$ cat config.mk
export PLATFORM = sky130hd
export DESIGN_NAME = mem_port_arbiter
export DESIGN_NICKNAME = d
export VERILOG_FILES = /design/src/rtl/mem_arb_pkg.sv /design/src/rtl/rr_arbiter.sv /design/src/rtl/mem_port_arbiter.sv
export SDC_FILE = /design/constraint.sdc
export NUM_CORES = 1
export LEC_CHECK = 0
export ABC_AREA = 1
export CORE_AREA = 2 2 277 279
export CTS_CLUSTER_SIZE = 12
export DETAILED_ROUTE_END_ITERATION = 10
export DIE_AREA = 0 0 279 281
export GPL_TIMING_DRIVEN = 0
export SYNTH_ARGS = -nofsm -noshare
export SYNTH_HDL_FRONTEND = slang
export SYNTH_HIERARCHICAL = 1
export SYNTH_SLANG_ARGS = --single-unit
$ cat constraint.sdc
create_clock -name clk -period 2.75 [get_ports clk]
set_input_delay 0.55 -clock clk [delete_from_list [all_inputs] [get_ports clk]]
set_output_delay 0.55 -clock clk [all_outputs]
set_load 0.005 [all_outputs]
$ cat src/rtl/mem_arb_pkg.sv
// Shared types and width derivations for the memory port arbiter.
package mem_arb_pkg;

  typedef enum logic {
    IDLE  = 1'b0,
    BURST = 1'b1
  } arb_state_e;

  function automatic int unsigned calc_lsb(input int unsigned axi_width);
    return $clog2(axi_width) - 3;
  endfunction

  function automatic int unsigned calc_aw(input int unsigned addr_width,
                                          input int unsigned axi_width);
    return addr_width - calc_lsb(axi_width);
  endfunction

  // A single-beat maximum still needs a 1-bit length field.
  function automatic int unsigned calc_lw(input int unsigned max_burst);
    return (max_burst > 1) ? $clog2(max_burst) : 1;
  endfunction

  function automatic int unsigned calc_ow(input int unsigned n_rd);
    return $clog2(n_rd + 1);
  endfunction

endpackage

$ cat src/rtl/rr_arbiter.sv
// Combinational round-robin pick: first requester after last_i, wrapping.
module rr_arbiter #(
  parameter int unsigned N  = 4,
  parameter int unsigned OW = 2
) (
  input  logic [N-1:0]  req_i,
  input  logic [OW-1:0] last_i,
  output logic [OW-1:0] pick_o,
  output logic          valid_o
);

  always_comb begin
    pick_o  = '0;
    valid_o = 1'b0;
    for (int unsigned off = 1; off <= N; off++) begin
      for (int unsigned j = 0; j < N; j++) begin
        if (!valid_o && req_i[j] && (j == (32'(last_i) + off) % N)) begin
          valid_o = 1'b1;
          pick_o  = OW'(j);
        end
      end
    end
  end

endmodule

$ cat src/rtl/mem_port_arbiter.sv
// Single-port RAM arbiter: N_RD burst readers plus one burst writer,
// round-robin burst ownership with one arbitration cycle between bursts.
module mem_port_arbiter
  import mem_arb_pkg::*;
#(
  parameter int unsigned AXI_WIDTH         = 128,
  parameter int unsigned AXI_ADDR_WIDTH    = 32,
  parameter int unsigned N_RD              = 3,
  parameter int unsigned AXI_MAX_BURST_LEN = 16,
  localparam int unsigned AW = calc_aw(AXI_ADDR_WIDTH, AXI_WIDTH),
  localparam int unsigned LW = calc_lw(AXI_MAX_BURST_LEN),
  localparam int unsigned OW = calc_ow(N_RD),
  localparam int unsigned SW = AXI_WIDTH / 8
) (
  input  logic                 clk,
  input  logic                 rst,
  input  logic [N_RD-1:0]      rd_req,
  input  logic [N_RD*AW-1:0]   rd_addr,
  input  logic [N_RD*LW-1:0]   rd_len,
  output logic [N_RD-1:0]      rd_gnt,
  output logic [AXI_WIDTH-1:0] rd_data,
  output logic [N_RD-1:0]      rd_dvalid,
  input  logic                 wr_req,
  input  logic [AW-1:0]        wr_addr,
  input  logic [LW-1:0]        wr_len,
  input  logic [AXI_WIDTH-1:0] wr_data,
  input  logic [SW-1:0]        wr_strb,
  output logic                 wr_gnt,
  output logic                 ram_ren,
  output logic                 ram_wen,
  output logic [AW-1:0]        ram_addr,
  output logic [AXI_WIDTH-1:0] ram_wdata,
  output logic [SW-1:0]        ram_strb,
  input  logic [AXI_WIDTH-1:0] ram_rdata,
  output logic                 busy,
  output logic [OW-1:0]        owner
);

  localparam int unsigned   NR     = N_RD + 1;
  localparam logic [OW-1:0] WR_IDX = OW'(N_RD);

  arb_state_e    state_q, state_d;
  logic [LW-1:0] cnt_q, cnt_d;
  logic [OW-1:0] owner_q, owner_d;
  logic [OW-1:0] last_q, last_d;
  logic [OW-1:0] tag_q;
  logic          tag_vld_q;

  logic [NR-1:0] req_all;
  logic [OW-1:0] pick;
  logic          pick_vld;
  logic          owner_req;
  logic [AW-1:0] owner_addr;
  logic [LW-1:0] pick_len;

  assign req_all = {wr_req, rd_req};

  rr_arbiter #(
    .N  (NR),
    .OW (OW)
  ) u_rr (
    .req_i   (req_all),
    .last_i  (last_q),
    .pick_o  (pick),
    .valid_o (pick_vld)
  );

  // Owner's request/address and the candidate's length; writer sits at index N_RD.
  always_comb begin
    owner_req  = 1'b0;
    owner_addr = '0;
    pick_len   = '0;
    for (int unsigned i = 0; i < N_RD; i++) begin
      if (owner_q == OW'(i)) begin
        owner_req  = rd_req[i];
        owner_addr = rd_addr[i*AW +: AW];
      end
      if (pick == OW'(i)) begin
        pick_len = rd_len[i*LW +: LW];
      end
    end
    if (owner_q == WR_IDX) begin
      owner_req  = wr_req;
      owner_addr = wr_addr;
    end
    if (pick == WR_IDX) begin
      pick_len = wr_len;
    end
  end

  // Next state and RAM-side outputs; a beat only happens in BURST with the owner requesting.
  always_comb begin
    state_d   = state_q;
    cnt_d     = cnt_q;
    owner_d   = owner_q;
    last_d    = last_q;
    rd_gnt    = '0;
    wr_gnt    = 1'b0;
    ram_ren   = 1'b0;
    ram_wen   = 1'b0;
    ram_addr  = '0;
    ram_wdata = '0;
    ram_strb  = '0;
    case (state_q)
      IDLE: begin
        if (pick_vld) begin
          owner_d = pick;
          cnt_d   = pick_len;
          state_d = BURST;
        end
      end
      BURST: begin
        if (owner_req) begin
          ram_addr = owner_addr;
          if (owner_q == WR_IDX) begin
            wr_gnt    = 1'b1;
            ram_wen   = 1'b1;
            ram_wdata = wr_data;
            ram_strb  = wr_strb;
          end else begin
            ram_ren = 1'b1;
            for (int unsigned i = 0; i < N_RD; i++) begin
              rd_gnt[i] = (owner_q == OW'(i));
            end
          end
          if (cnt_q == '0) begin
            state_d = IDLE;
            last_d  = owner_q;
          end else begin
            cnt_d = cnt_q - LW'(1);
          end
        end
      end
      default: state_d = IDLE;
    endcase
  end

  always_ff @(posedge clk or posedge rst) begin
    if (rst) begin
      state_q   <= IDLE;
      cnt_q     <= '0;
      owner_q   <= '0;
      last_q    <= WR_IDX;
      tag_q     <= '0;
      tag_vld_q <= 1'b0;
    end else begin
      state_q   <= state_d;
      cnt_q     <= cnt_d;
      owner_q   <= owner_d;
      last_q    <= last_d;
      tag_q     <= owner_q;
      tag_vld_q <= ram_ren;
    end
  end

  // RAM read data returns one cycle after ram_ren, tagged with the reader that issued it.
  always_comb begin
    rd_dvalid = '0;
    for (int unsigned i = 0; i < N_RD; i++) begin
      rd_dvalid[i] = tag_vld_q && (tag_q == OW'(i));
    end
  end

  assign rd_data = ram_rdata;
  assign busy    = (state_q == BURST);
  assign owner   = busy ? owner_q : '0;

endmodule
# Yosys cells after proc, flatten, opt, wreduce, memory -nomap -nowiden
# Index checks and enable logic that the tools add are counted.
# classes
n_mul	0
bitwise_logic	1
mux	69
n_eq_ne	23
n_lt_le_gt_ge	0
add_sub_neg	5
reduce_logical	60
n_div	0
n_shift	0
# ops
cell	count
2-to-1 mux 128 bit	3
2-to-1 mux 28 bit	6
zero test 32 bit	4
2-to-1 mux 16 bit	3
logical AND 1 bit	34
2-to-1 mux 1 bit	30
2-to-1 mux 2 bit	15
2-to-1 mux 4 bit	7
equality test 2 bit (first input constant)	8
zero test 1 bit	15
equality test 2 bit (second input constant)	5
2-to-1 mux 3 bit	3
equality test 1 x 2 -> 1 bit (first input constant)	4
one-hot mux 4 bit (2 select lines)	1
equality test 2 x 1 -> 1 bit (second input constant)	3
zero test 2 bit	3
AND reduction 3 bit	2
adder 2 x 1 -> 2 bit (second input constant)	2
adder 2 bit (second input constant)	2
zero test 4 bit	1
inequality test 2 bit (second input constant)	2
subtractor 4 x 1 -> 4 bit (second input constant)	1
inequality test 2 x 1 -> 1 bit (second input constant)	1
one-hot mux 1 bit (2 select lines)	1
other kinds (2)	2
# word_totals
romBits	0
output_inout_bits	312
mem_count	0
latchBits	0
inputBits	406
elab_cells	164
ff_bits	12
mem_bits_rw	0

# Depth between registers and ports, before layout
# Gate-level depths: netlist of run 1.
# depth
depth_word	71
depth_mapped	20
depth_no_buf	19

# Cells and area by module
# The synthesis of run 1 kept the hierarchy.
# by_module_without_submodules
module	cells_each	instances	area_per_inst_um2	seq_area_each_um2
mem_port_arbiter	757	1	4584.4	302.8
rr_arbiter	61	1	297.8	0.0

# Least setup slack after synthesis of run 1
# Ideal clock, no wire load.
# synth_timing
path_type	register -> register
start	register last_q[0]
end	register cnt_q[1]
arrival_time_ps	2271
path_buffers	1
setup_slack_ps	362
synth_period_minus_slack_ps	2388
path_stages_with_launch	19
cell_sequence	dfstp_2 -> inv_2 -> nand3_1 -> nand2_2 -> nor2_4 -> nand4_2 -> nor2_2 -> nand4_2 -> nor3_4 -> nand4_1 -> nand2_1 -> clkbuf_1 -> nand2_1 -> nor2_1 -> nor2_1 -> nand2_1 -> o21ai_0 -> nand2_1 -> nand2_1
# synth_via
elab_chain_cells	71
# synth_rtl
element	line_no	rtl
start, declared	mem_port_arbiter.sv:45	logic [OW-1:0] last_q, last_d;
start signal, assigned	mem_port_arbiter.sv:150	last_q <= last_d;
adder 2 x 1 -> 2 bit	rr_arbiter.sv:17	if (!valid_o && req_i[j] && (j == (32'(last_i) + off) % N)) begin
zero test 32 bit	rr_arbiter.sv:17	
logical AND 1 bit	rr_arbiter.sv:17	
2-to-1 mux 1 bit	rr_arbiter.sv:17	
zero test 1 bit	rr_arbiter.sv:17	
logical AND 1 bit (2 in a row)	rr_arbiter.sv:17	
2-to-1 mux 1 bit	rr_arbiter.sv:17	
zero test 1 bit	rr_arbiter.sv:17	
(+52 left out)	-	
logical AND 1 bit (2 in a row)	rr_arbiter.sv:17	
2-to-1 mux 2 bit (*)	rr_arbiter.sv:17	
named net pick[0]	mem_port_arbiter.sv:50	logic [OW-1:0] pick;
zero test 2 bit	mem_port_arbiter.sv:78	if (pick == OW'(i)) begin
2-to-1 mux 4 bit (3 in a row)	mem_port_arbiter.sv:78	
2-to-1 mux 4 bit (*)	mem_port_arbiter.sv:86	if (pick == WR_IDX) begin
2-to-1 mux 4 bit (*)	mem_port_arbiter.sv:106	if (pick_vld) begin
one-hot mux 4 bit (2 select lines) (*)	mem_port_arbiter.sv:104	case (state_q)
end signal, assigned	mem_port_arbiter.sv:148	cnt_q <= cnt_d;
end, declared	mem_port_arbiter.sv:43	logic [LW-1:0] cnt_q, cnt_d;
# Mark *: on every way through the listed nets, which the timed path passes. The rest lies on a longest branch. The select of a mux whose other input is x is not followed.
# A chain may end at the register's enable or synchronous reset.

# Worst setup path after layout of run 1
# layout_timing
start	register owner_q[1]
end	output port ram_addr[23]
# layout_via
elab_chain_cells	7
# layout_rtl
element	line_no	rtl
start, declared	mem_port_arbiter.sv:44	logic [OW-1:0] owner_q, owner_d;
start signal, assigned	mem_port_arbiter.sv:149	owner_q <= owner_d;
zero test 2 bit	mem_port_arbiter.sv:74	if (owner_q == OW'(i)) begin
2-to-1 mux 28 bit / 2-to-1 mux 1 bit (equally long branches) (3 in a row)	mem_port_arbiter.sv:74	
2-to-1 mux 28 bit / 2-to-1 mux 1 bit (equally long branches)	mem_port_arbiter.sv:82	if (owner_q == WR_IDX) begin
2-to-1 mux 28 bit (*)	mem_port_arbiter.sv:113	if (owner_req) begin
2-to-1 mux 28 bit (*)	mem_port_arbiter.sv:104	
end, declared	mem_port_arbiter.sv:31	output logic [AW-1:0] ram_addr,
# Every way passes the cells marked *; elsewhere a longest branch is shown, timed or not.

==> flow_summary_export.csv, run 1 <==
group,metric,value,unit
run_status,status,"finished with violations",
run_status,violations,"setup timing",
clock_network,cts_tree,"built",
floorplan,ios,718,
cells_and_area,final_util,0.173,
floorplan,fp.dieW,279,um
sta,slew_headroom,0.612,
synthesis,yosysSeqAreaShare,0.0620,
synthesis,ys_top_cells_by_area,"buf_4, nand2_1, nor2_4",
routing,initialDrtViolationCount,292,
grt,grt_pass1_vias,7695,
sta,finalHoldViolCount,0,
job,maxCapViolations,0,
clock_network,cts_root_buffer,"clkbuf_16",
grt,grt-ovfl-total,0,
power_and_ir_drop,p_leak,0.00554,uW
placement,dp_hpwl,40.2,mm
synthesis,synth_cell_type_count,34,
cells_and_area,synthToLayoutAreaGrowth,168,%
worst_setup_path,worstSetupPathType,"reg -> out",
worst_setup_path,cp_common_cell,"buf_4",
sta,min_period,2.79,ns
cells_and_area,nets,1886,
synthesis,syn_avg_cell_area,5.97,um2
grt,grt_max_degree,13,
cells_and_area,drive_gt1_frac,0.343,
worst_setup_path,crit_path_end_kind,"primary output",
clock_network,ctsHoldBuffers,0,
floorplan,dieHeight,281,um
cells_and_area,final_cell_mix,"clkdlybuf4s50_1, nand2_1, buf_4, nor2_4, nor2_1",
placement,dpl_cell_area,12000,um2
routing,routed_wl,46.1,mm
sta,worstMarginPinSlew,0.582,ns
synthesis,synth.net_count,1225,
worst_setup_path,cp_cell_sequence,"nor2_4 -> buf_6 -> clkinvlp_4 -> clkbuf_16 -> buf_4 -> buf_12 -> buf_4 -> o2bb2ai_4 -> a21oi_1 -> clkbuf_2",
grt,grt_usage,0.107,
worst_setup_path,slowest_delay,0.49,ns
sta,fin_crit_sh,1.01,
floorplan,initial_utilization,0.0647,
routing,dr_total_vias,7839,
worst_setup_path,start_kind,"flop",
placement,place_congestion,0.840,
clock_network,htreeDepth,1,
clock_network,clk_pin_slew,0.05,ns
synthesis,syn_area,4880,um2
floorplan,fp.dieArea,78400,um2
worst_setup_path,cp.arrival,2.24,ns
routing,firstDrtPassIters,4,
sta,rsz0062_at_grt,"yes",
min_path,worstHoldPathType,"reg -> reg",
grt,antenna_found_initial,33,
clock_network,clockBufferDepth,2,
power_and_ir_drop,power.density,769,nW/um2
clock_network,clock-sinks,12,
clock_network,numCtsBuffers,3,
synthesis,yosys_warnings,6,
routing,drc_errors,0,
synthesis,synth_cells,818,
grt,grt_pass1_wl,58.1,mm
worst_setup_path,crit_fanout,6,
routing,routed_via_density,3.19,
clock_network,clk_latency,0.24,ns
sta,setup_viol,2,
floorplan,rows,101,
placement,port_buffers,589,
worst_setup_path,crit_required,2.20,ns
routing,wire_per_inst,18.8,um
placement,pre_cts_ws,-1.28,ns
sta,layout_setup_ws,-0.0366,ns
routing,ant_nets,0,
cells_and_area,final_common_cell,"clkdlybuf4s50_1",
worst_setup_path,critPathSlowestCell,"dfrtp_2",
power_and_ir_drop,p_total,10000,uW
cells_and_area,fillerInstances,8569,
floorplan,core_area,75400,um2
sta,fin_skew,0.00104,ns
power_and_ir_drop,vdd_drop_max,472,uV
synthesis,synth_top_area_share,0.198,
synthesis,ys_ff_latch,12,
cells_and_area,fin_area,13100,um2
sta,report.final.slew_viol_count,0,
sta,setup_tns,-0.0491,ns
synthesis,synth_area_leader_cell,"buf_4",
sta,max_clock_freq,359,MHz
-- kinds of logic (layout without fill, tap and decap cells) --
family,Yosys count,count (layout),synth area share
buffers and inverters,223,883,0.306
flip-flops,12,12,0.0620
other,0,1,0
AND/OR/NAND/NOR,498,498,0.534
adder cells (fa/ha/maj),1,1,0.00256
XOR/XNOR,1,1,0.00179
AO/OA/AOI/OAI,83,83,0.0938
-- cells in the mapped netlist (all sizes together) --
cell type,count
dfrtp,10
nor3b,1
a21oi,6
nor3,4
nand2,260
inv,45
nor4,1
o21ai,67
xor2,1
o2bb2ai,5
nand4,7
clkbuf,21
nand3,37
dfstp,2
nor2,188
o21a,1
clkinv,1
o21bai,1
buf,156
o211ai,3
ha,1
-- path summary, 6_finish.rpt --
kind                                             start                     end  slack [ns]  cells after the start
worst max register to register   last_q[1]$_DFFE_PP1P_    cnt_q[1]$_DFFE_PP0P_        0.15                     17
worst min register to register  owner_q[0]$_DFFE_PP0P_      tag_q[0]$_DFF_PP0_        0.42                      0
max in group asynchronous                          rst  owner_q[1]$_DFFE_PP0P_        1.74                      2
worst min-delay path            owner_q[0]$_DFFE_PP0P_      tag_q[0]$_DFF_PP0_        0.42                      0
worst max-delay path            owner_q[1]$_DFFE_PP0P_            ram_addr[23]       -0.04                     10
min in group asynchronous                          rst     tag_vld_q$_DFF_PP0_        0.65                      2
-- timing repair --
item	CTS	global route
pin swaps	7	18
gates resized for setup	462	201
setup buffers	49	17
endpoints found under the hold margin	0	0
cloned	3	2
endpoints found under the setup margin	182	108
-- sequential cells by signal, summed over array words and instances (netlist names) --
register,count
last_q,2
tag_q,2
tag_vld_q,1
busy,1
cnt_q,4
owner_q,2
-- per-layer routing --
| layer | track usage | vias to the layer above | share of wire |
|---|---|---|---|
| li1 | - | 3728 | - |
| met1 | 0.112 | 3469 | 0.35 |
| met2 | 0.207 | 528 | 0.52 |
| met3 | 0.0316 | 102 | 0.091 |
| met4 | 0.0302 | 12 | 0.034 |
| met5 | 0 | - | 0.0015 |
-- power breakdown --
part           internal (uW)  switching (uW)  total (uW)
Sequential               270            92.9         363
Combinational           4440            4950        9380
Clock                    220            81.6         302
-- critical path, delay by kind of cell (launching register included) --
kind | cells | cell delay (ns)
buf+inv | 7 | 1.09
flops | 1 | 0.49
simple gates | 1 | 0.19
compound gates | 2 | 0.18
-- per-stage QoR --
| stage | instances | hold WS, ns |
|---|---|---|
| after CTS | 2440 | 0.421 |
| after global placement | 2385 | 0.381 |
| final | 2457 | 0.417 |
| after floorplan | 818 | 0.349 |
| after global routing | 2456 | 0.444 |
| after detailed placement | 2385 | 0.370 |
-- layout make-up --
cell class                 count  area, um2  area share
timing repair buffer         660       6230       0.477
multi-input combinational    583       3390       0.260
buffer                       173       1600       0.122
tap                          978       1220      0.0937
sequential                    12        304      0.0233
inverter                      46        221      0.0170
clock buffer                   4       88.8     0.00680
antenna                        1       2.50    0.000192
No activity file was read; power rests on OpenSTA's default activity.
==> run 2: changes to the inputs <==
Settings changed: CORE_AREA 2 2 277 279 to 2 2 281 283, DIE_AREA 0 0 279 281 to 0 0 283 285, RECOVER_POWER set to 25.
Clock period 2.75 ns to 2.5 ns, I/O delays scaled along.
==> flow_summary_export.csv, run 2 (same netlist as run 1, synthesis figures left out) <==
group,metric,value,unit
run_status,status,"finished with violations",
run_status,violations,"setup timing",
grt,grt-ovfl-total,0,
worst_setup_path,start_kind,"flop",
sta,layout_setup_ws,-0.261,ns
placement,dp_hpwl,40.6,mm
routing,wire_per_inst,18.6,um
cells_and_area,stdcell_count,2571,
routing,routed_wl,47.9,mm
floorplan,ios,718,
grt,grt_pass1_wl,62.1,mm
sta,finalHoldViolCount,0,
clock_network,numCtsBuffers,3,
power_and_ir_drop,vdd_drop_max,421,uV
min_path,worstHoldPathType,"reg -> reg",
routing,firstDrtPassIters,4,
worst_setup_path,worstSetupPathType,"reg -> out",
power_and_ir_drop,power_frac_seq,0.031,
clock_network,clock-sinks,12,
floorplan,fp.dieArea,80700,um2
power_and_ir_drop,netSwitchingPower,6140,uW
worst_setup_path,crit_fanout,8,
worst_setup_path,crit_required,2.00,ns
floorplan,rows,103,
grt,antenna_found_initial,18,
power_and_ir_drop,power.density,920,nW/um2
worst_setup_path,critPathSlowestCell,"dfrtp_2",
placement,place_congestion,0.925,
sta,max_clock_freq,362,MHz
clock_network,clk_latency,0.24,ns
worst_setup_path,reg2regPathDepth,17,
cells_and_area,synthToLayoutAreaGrowth,189,%
floorplan,core_area,78000,um2
sta,fin_skew,0.00430,ns
grt,grt_usage,0.109,
clock_network,clk_pin_slew,0.05,ns
sta,worstMarginPinSlew,0.525,ns
worst_setup_path,cp.arrival,2.26,ns
worst_setup_path,slowest_delay,0.50,ns
min_path,hold-path-cell-count,2,
sta,min_period,2.76,ns
power_and_ir_drop,pwr-share-clk,0.026,
clock_network,ctsHoldBuffers,0,
power_and_ir_drop,p_leak,0.00594,uW
power_and_ir_drop,intPower,6840,uW
job,maxCapViolations,0,
cells_and_area,nets,1919,
cells_and_area,drive_gt1_frac,0.379,
worst_setup_path,crit_path_end_kind,"primary output",
placement,port_buffers,589,
routing,initialDrtViolationCount,252,
power_and_ir_drop,p_comb_frac,0.944,
floorplan,dieHeight,285,um
cells_and_area,largest_reg_flops,4,
clock_network,clockBufferDepth,2,
placement,placed_cells,2457,
placement,pre_cts_ws,-1.60,ns
clock_network,cts_tree,"built",
worst_setup_path,cp_cell_sequence,"nand2_8 -> nand3_4 -> o21bai_4 -> buf_12 -> inv_16 -> buf_16 -> buf_4 -> buf_6 -> buf_12 -> buf_6 -> nor2_4 -> buf_2",
sta,fin_crit_sh,1.10,
routing,dr_total_vias,8070,
sta,rsz0062_at_grt,"yes",
power_and_ir_drop,switching_share,0.473,
cells_and_area,final_common_cell,"clkdlybuf4s50_1",
floorplan,initial_utilization,0.0626,
floorplan,fp.dieW,283,um
sta,setup_viol,143,
routing,drc_errors,0,
grt,grt_pass1_vias,8119,
routing,routed_via_density,3.14,
cells_and_area,largest_register,"cnt_q",
sta,report.final.slew_viol_count,0,
routing,ant_nets,0,
cells_and_area,final_cell_mix,"clkdlybuf4s50_1, nand2_1, buf_4, nor2_4, buf_2",
sta,slew_headroom,0.649,
clock_network,cts_root_buffer,"clkbuf_16",
clock_network,htreeDepth,1,
grt,grt_max_degree,13,
==> run 2: changes by cell type in the layout (fill, tap and decap cells not counted), moves of 8 or more <==
cell             before  now
dlygate4sd2_1        62   27
buf_6                21   64
nor2_2               34   22
dlymetal6s2s_1        6   16
buf_12               14   22
clkbuf_2             51   15
dlygate4sd3_1         0   28
nor2_4               84  110
clkdlybuf4s50_1     411  395
nor2_1               70   56
diode_2               1   10
buf_2                39   67
==> run 2: path summary, 6_finish.rpt <==
kind	slack (ns)	start	to
max reg2reg	-0.06	last_q[0]$_DFFE_PP1P_	cnt_q[1]$_DFFE_PP0P_
max in group asynchronous	1.39	rst	owner_q[1]$_DFFE_PP0P_
min in group asynchronous	0.74	rst	owner_q[0]$_DFFE_PP0P_
max	-0.26	owner_q[1]$_DFFE_PP0P_	ram_wdata[53]
min	0.53	cnt_q[0]$_DFFE_PP0P_	cnt_q[0]$_DFFE_PP0P_
min reg2reg	0.53	cnt_q[0]$_DFFE_PP0P_	cnt_q[0]$_DFFE_PP0P_
==> run 2: area by class of cell <==
| type | count | area, um2 |
|---|---|---|
| fill | 8794 | 63900 |
| sequential | 12 | 304 |
| clock buffer | 4 | 88.8 |
| buffer | 174 | 1700 |
| antenna | 10 | 25.0 |
| multi-input combinational | 583 | 3550 |
| inverter | 46 | 223 |
| tap | 1050 | 1310 |
| timing repair buffer | 692 | 6890 |
==> run 2: timing repair <==
action,4_1_cts,5_1_grt
setup endpoints to repair,187,179
setup buffers,67,25
pin swaps,14,14
gates cloned,10,2
gates resized for setup,686,158
==> run 2: through the flow <==
stage	util	hold slack (ns)	setup TNS [ns]	power (uW)	instance area (um2)
floorplan	-	0.349	0	4380	4880
global placement	0.155	0.390	-243.07	8110	12100
detailed placement	0.155	0.363	-244.51	8110	12100
CTS	0.173	0.423	-22.31	12200	13500
global route	0.181	0.555	-27.95	13800	14100
finish	0.181	0.527	-14.63	13000	14100
==> run 2: worst max-delay path: cells and delay by family (launching register included) <==
family,cells,cell delay (ns)
AOI/OAI and AO/OA,1,0.16
buffers and inverters,8,0.99
DFF,1,0.50
and+or+nand+nor,3,0.33
==> run 2: per-layer routing <==
metal | up-vias | wire (um) | global-route usage
met5 | - | 65 | 0
met1 | 3624 | 17700 | 0.115
met2 | 525 | 23200 | 0.191
met4 | 10 | 2890 | 0.0593
met3 | 101 | 4030 | 0.0386
li1 | 3810 | - | -
==> run 2: power groups by stage <==
stage	clock [uW]	sequential, uW	combinational, uW
2_1_floorplan	0	362	4020
3_3_place_gp	0	384	7720
3_5_place_dp	0	387	7720
4_1_cts	335	395	11400
5_1_grt	343	414	13000
6_report	332	396	12200
==> run 3: changes to the inputs <==
Settings changed: CTS_BUF_LIST set to sky130_fd_sc_hd__clkbuf_2.
==> flow_summary_export.csv, run 3 (same netlist as run 1, synthesis figures left out) <==
group,metric,value,unit
placement,dp_hpwl,40.6,mm
clock_network,cts_tree,"built",
cells_and_area,multi_input_comb_area,3860,um2
cells_and_area,final_common_cell,"clkdlybuf4s50_1",
sta,fin_skew,0.00866,ns
worst_setup_path,reg2reg_slack,-0.13,ns
placement,port_buffers,589,
floorplan,fp.dieW,283,um
clock_network,ctsHoldBuffers,0,
sta,worstMarginPinSlew,0.526,ns
placement,pre_cts_ws,-1.60,ns
routing,drc_errors,0,
worst_setup_path,worstSetupPathType,"reg -> out",
grt,antenna_found_initial,17,
grt,grt_usage,0.110,
sta,report.final.slew_viol_count,0,
routing,firstDrtPassIters,4,
placement,dpl_cell_area,12100,um2
clock_network,numCtsBuffers,3,
worst_setup_path,cp.arrival,2.32,ns
grt,grt_pass1_wl,62.3,mm
worst_setup_path,crit_path_end_kind,"primary output",
cells_and_area,largest_reg_flops,4,
placement,place_congestion,0.925,
cells_and_area,seq_area,304,um2
routing,routed_via_density,3.15,
floorplan,initial_utilization,0.0626,
run_status,violations,"setup timing",
floorplan,ios,718,
clock_network,htreeDepth,1,
routing,wire_per_inst,18.7,um
clock_network,clock-sinks,12,
power_and_ir_drop,p_leak,0.00571,uW
routing,initialDrtViolationCount,309,
grt,grt_pass1_vias,8076,
cells_and_area,nets,1917,
cells_and_area,largest_register,"cnt_q",
cells_and_area,fin_area,14200,um2
power_and_ir_drop,p_total,13700,uW
floorplan,core_area,78000,um2
min_path,worstHoldPathType,"in -> async",
run_status,status,"finished with violations",
sta,rsz0062_at_grt,"yes",
grt,grt-ovfl-total,0,
clock_network,clk_pin_slew,0.15,ns
power_and_ir_drop,power.density,968,nW/um2
grt,grt_max_degree,13,
power_and_ir_drop,vdd_drop_max,471,uV
sta,fin_crit_sh,1.13,
sta,min_period,2.82,ns
routing,routed_wl,48.0,mm
sta,setup_viol,176,
cells_and_area,fillerInstances,8782,
worst_setup_path,cp_cell_sequence,"buf_6 -> nand2_4 -> nand3_4 -> o21bai_4 -> buf_12 -> clkinv_16 -> buf_16 -> buf_16 -> buf_12 -> buf_6 -> nor2_4 -> buf_2",
job,maxCapViolations,0,
clock_network,clk_latency,0.28,ns
sta,finalHoldViolCount,0,
clock_network,cts_root_buffer,"clkbuf_2",
floorplan,rows,103,
cells_and_area,final_cell_mix,"clkdlybuf4s50_1, nand2_1, buf_4, nor2_4, buf_2",
floorplan,dieHeight,285,um
cells_and_area,synthToLayoutAreaGrowth,190,%
clock_network,clockBufferDepth,2,
worst_setup_path,crit_fanout,5,
floorplan,fp.dieArea,80700,um2
worst_setup_path,crit_required,2.00,ns
sta,max_clock_freq,355,MHz
sta,slew_headroom,0.649,
routing,ant_nets,0,
worst_setup_path,critPathSlowestCell,"dfrtp_2",
worst_setup_path,slowest_delay,0.55,ns
cells_and_area,drive_gt1_frac,0.445,
worst_setup_path,start_kind,"flop",
sta,layout_setup_ws,-0.317,ns
routing,dr_total_vias,8071,
sta,setup_tns,-27.30,ns
==> run 3: changes by cell type in the layout (fill, tap and decap cells not counted), sizes merged <==
cell           change
clkdlybuf4s15     -11
buf               +61
dlygate4sd2       -25
dlygate4sd3       -28
dlymetal6s2s      -14
clkdlybuf4s50     +14
clkbuf             +2
clkinv             +1
bufbuf             -2
diode              -3
==> run 3: repair_timing <==
| action | CTS | global route |
|---|---|---|
| pin swaps | 19 | 27 |
| gates resized for setup | 830 | 352 |
| gates cloned | 8 | 5 |
| endpoints found under the setup margin | 185 | 183 |
| setup buffers | 66 | 36 |
==> run 3: worst paths after layout <==
check                                  startpoint                endpoint  depth (start not counted)
setup / recovery           owner_q[1]$_DFFE_PP0P_          ram_wdata[113]                         12
hold / removal                                rst  owner_q[0]$_DFFE_PP0P_                          2
setup reg to reg            last_q[1]$_DFFE_PP1P_    cnt_q[1]$_DFFE_PP0P_                         17
hold reg to reg            owner_q[0]$_DFFE_PP0P_      tag_q[0]$_DFF_PP0_                          1
max in group asynchronous                     rst   last_q[0]$_DFFE_PP1P_                          2
min in group clk           owner_q[0]$_DFFE_PP0P_      tag_q[0]$_DFF_PP0_                          1
==> run 3: layout make-up <==
type                            instances  area share
Multi-Input combinational cell        583       0.272
Inverter                               46      0.0159
Clock buffer                            3     0.00106
Timing Repair Buffer                  695       0.481
Clock inverter                          1    0.000265
Antenna cell                            7     0.00124
Sequential cell                        12      0.0215
Tap cell                             1050      0.0928
Buffer                                169       0.114
==> run 3: worst max-delay path, delay by kind of cell (launching register included) <==
| family | cells | cell delay [ns] |
|---|---|---|
| simple gates | 3 | 0.24 |
| flops | 1 | 0.55 |
| compound gates | 1 | 0.16 |
| buf+inv | 8 | 1.07 |
==> run 3: power by group <==
| group | switching (uW) | internal, uW | leakage (uW) |
|---|---|---|---|
| Combinational | 6500 | 6680 | 0.00556 |
| Sequential | 106 | 295 | 0.000140 |
| Clock | 77.0 | 34.8 | 0.0000141 |
==> run 3: layer usage <==
layer  track usage  part of all wire  routed length (um)  vias up
met5             0            0.0017                  80        -
met4        0.0552             0.062                2950       12
met3        0.0365             0.086                4150      109
met2         0.195              0.48               23000      529
met1         0.117              0.37               17800     3628
li1              -                 -                   -     3793
==> run 3: stage by stage <==
stage	std cells	util	hold WS [ns]
after global placement	2457	0.155	0.390
after CTS	2534	0.173	0.533
final	2566	0.182	0.532
after detailed placement	2457	0.155	0.363
after floorplan	818	-	0.349
after global routing	2564	0.182	0.569
